`src/rtl/pc_seq_pkg.sv`:
```
// Shared types and constants for the fetch PC sequencer.
package pc_seq_pkg;

    localparam int unsigned DEFAULT_XLEN         = 32;
    localparam logic [31:0] DEFAULT_RESET_VECTOR = 32'h0000_0000;
    localparam int unsigned INSTR_BYTES          = 4;

    typedef enum logic [1:0] {
        IDLE  = 2'd0,
        REQ   = 2'd1,
        HOLD  = 2'd2,
        DRAIN = 2'd3
    } pc_seq_state_e;

endpackage

```
`src/rtl/pc_seq_perf.sv`:
```
// Free-running event counters for the fetch sequencer; each wraps silently at 2^32.
module pc_seq_perf (
    input  logic        clk,
    input  logic        rst,
    input  logic        fetch_evt,
    input  logic        stall_evt,
    input  logic        flush_evt,
    output logic [31:0] perf_fetch_cnt,
    output logic [31:0] perf_stall_cnt,
    output logic [31:0] perf_flush_cnt
);

    logic [31:0] fetch_cnt_q, fetch_cnt_d;
    logic [31:0] stall_cnt_q, stall_cnt_d;
    logic [31:0] flush_cnt_q, flush_cnt_d;

    always_comb begin
        fetch_cnt_d = fetch_cnt_q + {31'd0, fetch_evt};
        stall_cnt_d = stall_cnt_q + {31'd0, stall_evt};
        flush_cnt_d = flush_cnt_q + {31'd0, flush_evt};
    end

    always_ff @(posedge clk or posedge rst) begin
        if (rst) begin
            fetch_cnt_q <= '0;
            stall_cnt_q <= '0;
            flush_cnt_q <= '0;
        end else begin
            fetch_cnt_q <= fetch_cnt_d;
            stall_cnt_q <= stall_cnt_d;
            flush_cnt_q <= flush_cnt_d;
        end
    end

    assign perf_fetch_cnt = fetch_cnt_q;
    assign perf_stall_cnt = stall_cnt_q;
    assign perf_flush_cnt = flush_cnt_q;

endmodule

```
`src/rtl/pc_sequencer.sv`:
```
// Fetch PC sequencer: issues imem requests, buffers one instruction for decode, applies traps/redirects.
// Optional performance counters are built when PC_SEQ_PERF_EN is defined.
module pc_sequencer
    import pc_seq_pkg::*;
#(
    parameter int unsigned     XLEN         = DEFAULT_XLEN,
    parameter logic [XLEN-1:0] RESET_VECTOR = XLEN'(DEFAULT_RESET_VECTOR)
) (
    input  logic            clk,
    input  logic            reset,
    output logic            imem_req,
    output logic [XLEN-1:0] imem_addr,
    input  logic            imem_ack,
    input  logic [31:0]     imem_rdata,
    output logic            fetch_valid,
    output logic [XLEN-1:0] fetch_pc,
    output logic [31:0]     fetch_instr,
    input  logic            stall,
    input  logic            redirect_valid,
    input  logic [XLEN-1:0] redirect_target,
    input  logic            trap_valid,
    input  logic [XLEN-1:0] trap_vector,
    output logic            misaligned_exc,
`ifdef PC_SEQ_PERF_EN
    output logic [31:0]     perf_fetch_cnt,
    output logic [31:0]     perf_stall_cnt,
    output logic [31:0]     perf_flush_cnt,
`endif
    output pc_seq_state_e   dbg_state
);

    localparam logic [XLEN-1:0] STEP       = XLEN'(INSTR_BYTES);
    localparam logic [XLEN-1:0] ALIGN_MASK = ~(STEP - XLEN'(1));

    pc_seq_state_e   state_q, state_d;
    logic [XLEN-1:0] pc_q, pc_d;
    logic [XLEN-1:0] drain_addr_q, drain_addr_d;
    logic [XLEN-1:0] fetch_pc_q, fetch_pc_d;
    logic [31:0]     fetch_instr_q, fetch_instr_d;
    logic            fetch_valid_q, fetch_valid_d;
    logic            misaligned_q, misaligned_d;

    logic            redir_misaligned;
    logic            take_redir;
    logic            flush;
    logic [XLEN-1:0] flush_target;

    // Memory handshake: a request (imem_req=1) holds its address until the cycle imem_ack is seen;
    // that cycle completes it. Decode takes the buffered word in any cycle with fetch_valid && !stall.
    always_comb begin
        imem_req  = 1'b0;
        imem_addr = pc_q;
        case (state_q)
            REQ:     imem_req = 1'b1;
            HOLD:    imem_req = !stall;
            DRAIN: begin
                imem_req  = 1'b1;
                imem_addr = drain_addr_q;
            end
            default: imem_req = 1'b0;
        endcase
    end

    always_comb begin
        state_d       = state_q;
        pc_d          = pc_q;
        drain_addr_d  = drain_addr_q;
        fetch_pc_d    = fetch_pc_q;
        fetch_instr_d = fetch_instr_q;
        fetch_valid_d = fetch_valid_q;

        redir_misaligned = (redirect_target & ~ALIGN_MASK) != '0;
        take_redir       = redirect_valid && !trap_valid && !redir_misaligned;
        misaligned_d     = redirect_valid && !trap_valid && redir_misaligned;
        flush            = trap_valid || take_redir;
        flush_target     = trap_valid ? (trap_vector & ALIGN_MASK) : redirect_target;

        if (flush) begin
            pc_d          = flush_target;
            fetch_valid_d = 1'b0;
            // An unacknowledged request must still complete; its data is dropped in DRAIN.
            if (state_q == DRAIN) begin
                state_d = imem_ack ? REQ : DRAIN;
            end else if (imem_req && !imem_ack) begin
                state_d      = DRAIN;
                drain_addr_d = imem_addr;
            end else begin
                state_d = REQ;
            end
        end else begin
            case (state_q)
                IDLE: state_d = REQ;
                REQ: begin
                    if (imem_ack) begin
                        fetch_instr_d = imem_rdata;
                        fetch_pc_d    = pc_q;
                        fetch_valid_d = 1'b1;
                        pc_d          = pc_q + STEP;
                        state_d       = HOLD;
                    end
                end
                HOLD: begin
                    if (!stall) begin
                        if (imem_ack) begin
                            fetch_instr_d = imem_rdata;
                            fetch_pc_d    = pc_q;
                            fetch_valid_d = 1'b1;
                            pc_d          = pc_q + STEP;
                        end else begin
                            fetch_valid_d = 1'b0;
                            state_d       = REQ;
                        end
                    end
                end
                DRAIN: begin
                    if (imem_ack) begin
                        state_d = REQ;
                    end
                end
                default: state_d = IDLE;
            endcase
        end
    end

    always_ff @(posedge clk or posedge reset) begin
        if (reset) begin
            state_q       <= IDLE;
            pc_q          <= RESET_VECTOR;
            drain_addr_q  <= RESET_VECTOR;
            fetch_pc_q    <= RESET_VECTOR;
            fetch_instr_q <= '0;
            fetch_valid_q <= 1'b0;
            misaligned_q  <= 1'b0;
        end else begin
            state_q       <= state_d;
            pc_q          <= pc_d;
            drain_addr_q  <= drain_addr_d;
            fetch_pc_q    <= fetch_pc_d;
            fetch_instr_q <= fetch_instr_d;
            fetch_valid_q <= fetch_valid_d;
            misaligned_q  <= misaligned_d;
        end
    end

    assign fetch_valid    = fetch_valid_q;
    assign fetch_pc       = fetch_pc_q;
    assign fetch_instr    = fetch_instr_q;
    assign misaligned_exc = misaligned_q;
    assign dbg_state      = state_q;

`ifdef PC_SEQ_PERF_EN
    pc_seq_perf u_perf (
        .clk            (clk),
        .rst            (reset),
        .fetch_evt      (fetch_valid_q && !stall),
        .stall_evt      (fetch_valid_q && stall),
        .flush_evt      (flush),
        .perf_fetch_cnt (perf_fetch_cnt),
        .perf_stall_cnt (perf_stall_cnt),
        .perf_flush_cnt (perf_flush_cnt)
    );
`endif

endmodule

```
`config.mk`:
```
export PLATFORM = sky130hd
export DESIGN_NAME = pc_sequencer
export DESIGN_NICKNAME = d
export VERILOG_FILES = /design/src/rtl/pc_seq_pkg.sv /design/src/rtl/pc_seq_perf.sv /design/src/rtl/pc_sequencer.sv
export SDC_FILE = /design/constraint.sdc
export NUM_CORES = 1
export LEC_CHECK = 0
export ABC_AREA = 0
export CORE_MARGIN = 2
export CORE_UTILIZATION = 47
export DETAILED_ROUTE_END_ITERATION = 10
export PLACE_DENSITY = 0.81
export RECOVER_POWER = 25
export SKIP_CTS_REPAIR_TIMING = 1
export SYNTH_ARGS = -nofsm -noshare
export SYNTH_HDL_FRONTEND = slang
export SYNTH_HIERARCHICAL = 1
export SYNTH_SLANG_ARGS = --single-unit
```
`constraint.sdc`:
```
create_clock -name clk -period 6.31 [get_ports clk]
set_input_delay 1.262 -clock clk [delete_from_list [all_inputs] [get_ports clk]]
set_output_delay 1.262 -clock clk [all_outputs]
set_load 0.01 [all_outputs]
```
### Yosys cells after proc, flatten, opt, wreduce, memory -nomap -nowiden

Index checks and enable logic that the tools add are counted.

| storage, ports and cells | value |
|---|---|
| register bits after elaboration | 132 |
| latch bits | 0 |
| RAM bits | 0 |
| bits in read-only memories | 0 |
| input port bits | 102 |
| output and inout bits | 101 |
| logic and storage cells | 64 |
| memories kept | 0 |

| cells by class | value |
|---|---|
| add/subtract/negate cells | 1 |
| $mul | 0 |
| div/mod/pow operators | 0 |
| $lt $le $gt $ge | 0 |
| equality and inequality tests | 8 |
| shifts and indexed selects | 0 |
| mux-type cells | 27 |
| bitwise gates (word level) | 2 |
| reduce and logical (&&, ||, !) cells | 19 |

Operators with widths:

| cell | number |
|---|---|
| 2-to-1 mux 32 bit | 9 |
| case mux 32 bit (2 select lines) | 3 |
| adder 32 x 3 -> 32 bit, second input constant | 1 |
| nonzero test 32 bit | 1 |
| 2-to-1 mux 2 bit | 8 |
| inequality test 3 bit, second input constant | 4 |
| AND reduction 3 bit | 3 |
| case mux 2 bit (4 select lines) | 1 |
| equality test 2 bit, second input constant | 2 |
| logical AND 1 bit | 4 |
| logical NOT 1 bit | 4 |
| 2-to-1 mux 1 bit | 4 |
| case mux 1 bit (2 select lines) | 2 |
| AND reduction 4 bit | 1 |
| nonzero test 3 bit | 1 |
| equality test 2 x 1 -> 1 bit, second input constant | 1 |
| logical NOT 2 bit | 1 |
| inequality test 2 bit, second input constant | 1 |
| NOT 1 bit | 2 |
| AND reduction 2 bit | 1 |
| nonzero test 2 bit | 1 |
| OR reduction 2 bit | 1 |
| logical OR 1 bit | 1 |

### Logic depth before layout (Yosys ltp)

| logic depth | value |
|---|---|
| depth in word-level cells | 7 |
| gate-level depth with buffers | 9 |
| depth with buffers taken out | 7 |

### Worst setup path after synthesis

Ideal clock, no wire load.

| timing | value |
|---|---|
| path type | reg-to-output |
| from | register state_q[0], in the netlist dbg_state[0] |
| to | output imem_addr[10] |
| arrival time | 1.686 ns |
| required time | 5.048 ns |
| slack | 3.362 ns |
| stages on the path, launching flop included | 5 |
| path buffers | 2 |
| cells stage by stage | dfrtp_1 ha_1 clkbuf_1 clkbuf_1 mux2_2 |

| between the ends | value |
|---|---|
| cells in the longest elaborated chain, start to end | 2 |

Ends and longest elaborated chain:

| what | RTL line | RTL |
|---|---|---|
| start: declaration | pc_sequencer.sv:35 | `pc_seq_state_e state_q, state_d;` |
| start signal: assignment | pc_sequencer.sv:135 | `state_q <= state_d;` |
| equality test 2 bit | pc_sequencer.sv:53 | `case (state_q)` |
| 2-to-1 mux 32 bit | pc_sequencer.sv:53 |  |
| end: declaration | pc_sequencer.sv:12 | `output logic [XLEN-1:0] imem_addr,` |

No other way between the ends.

### Worst setup path after layout

| timing | value |
|---|---|
| from | input trap_valid |
| to | register drain_addr_q[17] |

| between the ends | value |
|---|---|
| cells in the longest elaborated chain, start to end | 5 |

Ends and longest elaborated chain:

| what | RTL line | RTL |
|---|---|---|
| start: declaration | pc_sequencer.sv:21 | `input logic trap_valid,` |
| logical NOT 1 bit | pc_sequencer.sv:73 | `take_redir = redirect_valid && !trap_valid && !redir_misaligned;` |
| logical AND 1 bit (2 in a row) | pc_sequencer.sv:73 |  |
| logical OR 1 bit * | pc_sequencer.sv:75 | `flush = trap_valid \|\| take_redir;` |
| AND reduction 3 bit (no line) * | n/a |  |
| end signal: assignment | pc_sequencer.sv:137 | `drain_addr_q <= drain_addr_d;` |
| end: declaration | pc_sequencer.sv:37 | `logic [XLEN-1:0] drain_addr_q, drain_addr_d;` |

Mark *: on every way between the ends. The rest lies on a longest branch, timed or not.
A chain may end at the register's enable or synchronous reset.

==> impl_metrics.ini <==
[floorplan]
ioPinCount = 203
fp.dieH_um = 122
dieArea_um2 = 14800
start_util_pct = 48.7
coreArea_um2 = 13300
fp.dieW_um = 122
rows = 42

[yosys]
synth_seq_cells = 132
syn_inst = 533
synthArstFlopShare_pct = 100
yosys.area.top_type = dfrtp_1
synth_edf_count = 0
ys_types = 47
postSynthAreaPerCell_um2 = 12.2
ys.flop_type = dfrtp_1
synthesis.nets = 640
synth.area.top_cells = dfrtp_1 (51%), mux2_2 (16%), mux2_4 (6.9%)
ys_warn_count = 6
syn_area_um2 = 6500
synth_seq_area_share_pct = 50.8
synth_top_area_share_pct = 50.8

[sta]
finalClockSkew_ps = 6.53
fin_setup_tns_ps = 0
timing.final.crit_period_ps = 4540
max_freq_ghz = 0.220
fin_crit_sh_pct = 71.9
hold_ws_ps = 503
setup_viol = 0
tightest_slew_ps = 3780
relSlewSlack_pct = -154
timing.final.ws_setup_ps = 1770
hold_violations = 0
maxSlewViolCount = 136
rsz0062_at_grt = false

[clock_network]
cts.sinks = 132
clk_pin_slew_ps = 60
cts_tree = yes
htreeDepth = 4
clk_path_buf_depth = 2
cts_buffers = 17
worstSkewPairLatency_ps = 410
cts_root_buf = clkbuf_16

[drt]
wl_per_cell_um = 18.9
vias = 5056
drt_first_iter_violations = 290
ant_nets = 0
dr.pass1.iters = 4
drt-total-wl_um = 17300
via_per_inst = 5.53
drcViolationCount = 0

[layout]
layout-drive-gt1-share_pct = 22.9
nets = 832
utilization_pct = 68.9
antennaDiodeCount = 0
fillCellCount = 952
finalNonFillerCells = 914
layout_common_cells = clkdlybuf4s50_1 (196), dfrtp_1 (132), mux2_2 (94)
final_area_um2 = 9200
area_growth_pct = 41.6
layout_commonest_cell = clkdlybuf4s50_1

[global_route]
grt_pass1_vias = 5386
grt_use_total_pct = 24.1
grt_antenna_before_repair = 1
grt_max_degree = 87
grt_overflow_total = 0
grt_pass1_wl_um = 27500

[place]
placed_cell_area_um2 = 8620
preCtsSetupSlack_ps = 2320
hpwlAfterDp_um = 11700
place_inst = 882
gp_congestion = 0.809
portBuffers = 200

[run]
cap_violations = 2

[worst_setup_path]
critPathArrivalTime_ps = 4830
criticalPathCategory = input port to flop
worstPathMaxFanout = 48
cp.required_ps = 6600
cp-start-kind = input port
critPathCaptureType = flop

[power_and_ir_drop]
p_per_area_nw_per_um2 = 440
ir_worst_vdd_mv = 0.232
power.leakage_nw = 3.91
power_mw = 4.05

[outcome]
status = finished with violations
violations = capacitance limit, slew limit

[hold_path]
hold_class = flop to flop
==> final cells by class <==
| class | instances | area (µm²) | share of cell area [%] |
|---|---|---|---|
| clock inverter | 12 | 130 | 1.41 |
| timing repair buffer | 206 | 2030 | 22.1 |
| inverter | 13 | 50.0 | 0.544 |
| clock buffer | 20 | 457 | 4.97 |
| tap | 176 | 220 | 2.39 |
| sequential | 132 | 3300 | 35.9 |
| multi-input combinational | 355 | 3000 | 32.6 |
==> cells by family after synthesis <==
kind of cell / share of synthesized area [%]
AO/OA/AOI/OAI: 7.88
flip-flops: 50.8
XOR/XNOR: 2.56
AND/OR/NAND/NOR: 10.5
multiplexers: 24.0
adder cells (fa/ha/maj): 0.963
buffers and inverters: 3.24
==> synth_stat cells, types with 8 or more instances <==
| library cell | count |
|---|---|
| dfrtp_1 | 132 |
| mux2_2 | 94 |
| xor2_1 | 15 |
| mux2_4 | 30 |
| nand2_1 | 39 |
| clkbuf_1 | 17 |
| buf_2 | 9 |
| nor2_1 | 9 |
| nand2b_1 | 8 |
| inv_1 | 13 |
| o21ai_0 | 15 |
| a21oi_1 | 14 |
| nand3_1 | 16 |
| nor2b_1 | 9 |
| nand4_1 | 13 |
| a211oi_1 | 8 |
| and4_1 | 9 |
==> report_power, final <==
part,total [mW],switching (mW),internal [mW]
sequential,1.38,0.205,1.17
combinational,1.70,0.653,1.05
clock,0.974,0.372,0.602
total,4.05,1.23,2.82
==> worst max-delay path, stage by stage <==
cell and delay (ps):
buf_2 240, clkbuf_1 1560, or2_1 280, nand2_1 70, or3_2 900, mux2_4 470
==> flip-flops by register name, indices dropped and copies added, names as in the netlist <==
signal / cells
fetch_valid: 1
dbg_state: 2
drain_addr_q: 32
misaligned_exc: 1
pc_q: 32
fetch_pc: 32
fetch_instr: 32
==> per-layer routing <==
metal | part of all wire, % | wire length, µm | GRT usage, %
met1 | 41 | 7160 | 29.8
met2 | 50 | 8720 | 41.6
met3 | 6.8 | 1180 | 5.85
met4 | 1.2 | 214 | 7.61
met5 | 0.075 | 13 | 0
==> final timing paths <==
check | from | to | slack [ps] | cells past startpoint
worst max register to register | dbg_state[0]$_DFFE_PP0P_ | drain_addr_q[17]$_DFFE_PP0P_ | 3020 | 6
worst max-delay path | trap_valid | drain_addr_q[17]$_DFFE_PP0P_ | 1770 | 6
worst min-delay path | fetch_pc[26]$_DFFE_PP0P_ | fetch_pc[26]$_DFFE_PP0P_ | 500 | 2
worst min register to register | fetch_pc[26]$_DFFE_PP0P_ | fetch_pc[26]$_DFFE_PP0P_ | 500 | 2
max in group asynchronous | reset | fetch_instr[13]$_DFFE_PP0P_ | 2000 | 3
min in group asynchronous | reset | drain_addr_q[14]$_DFFE_PP0P_ | 2430 | 2
Power figures use the tool's default switching activity.
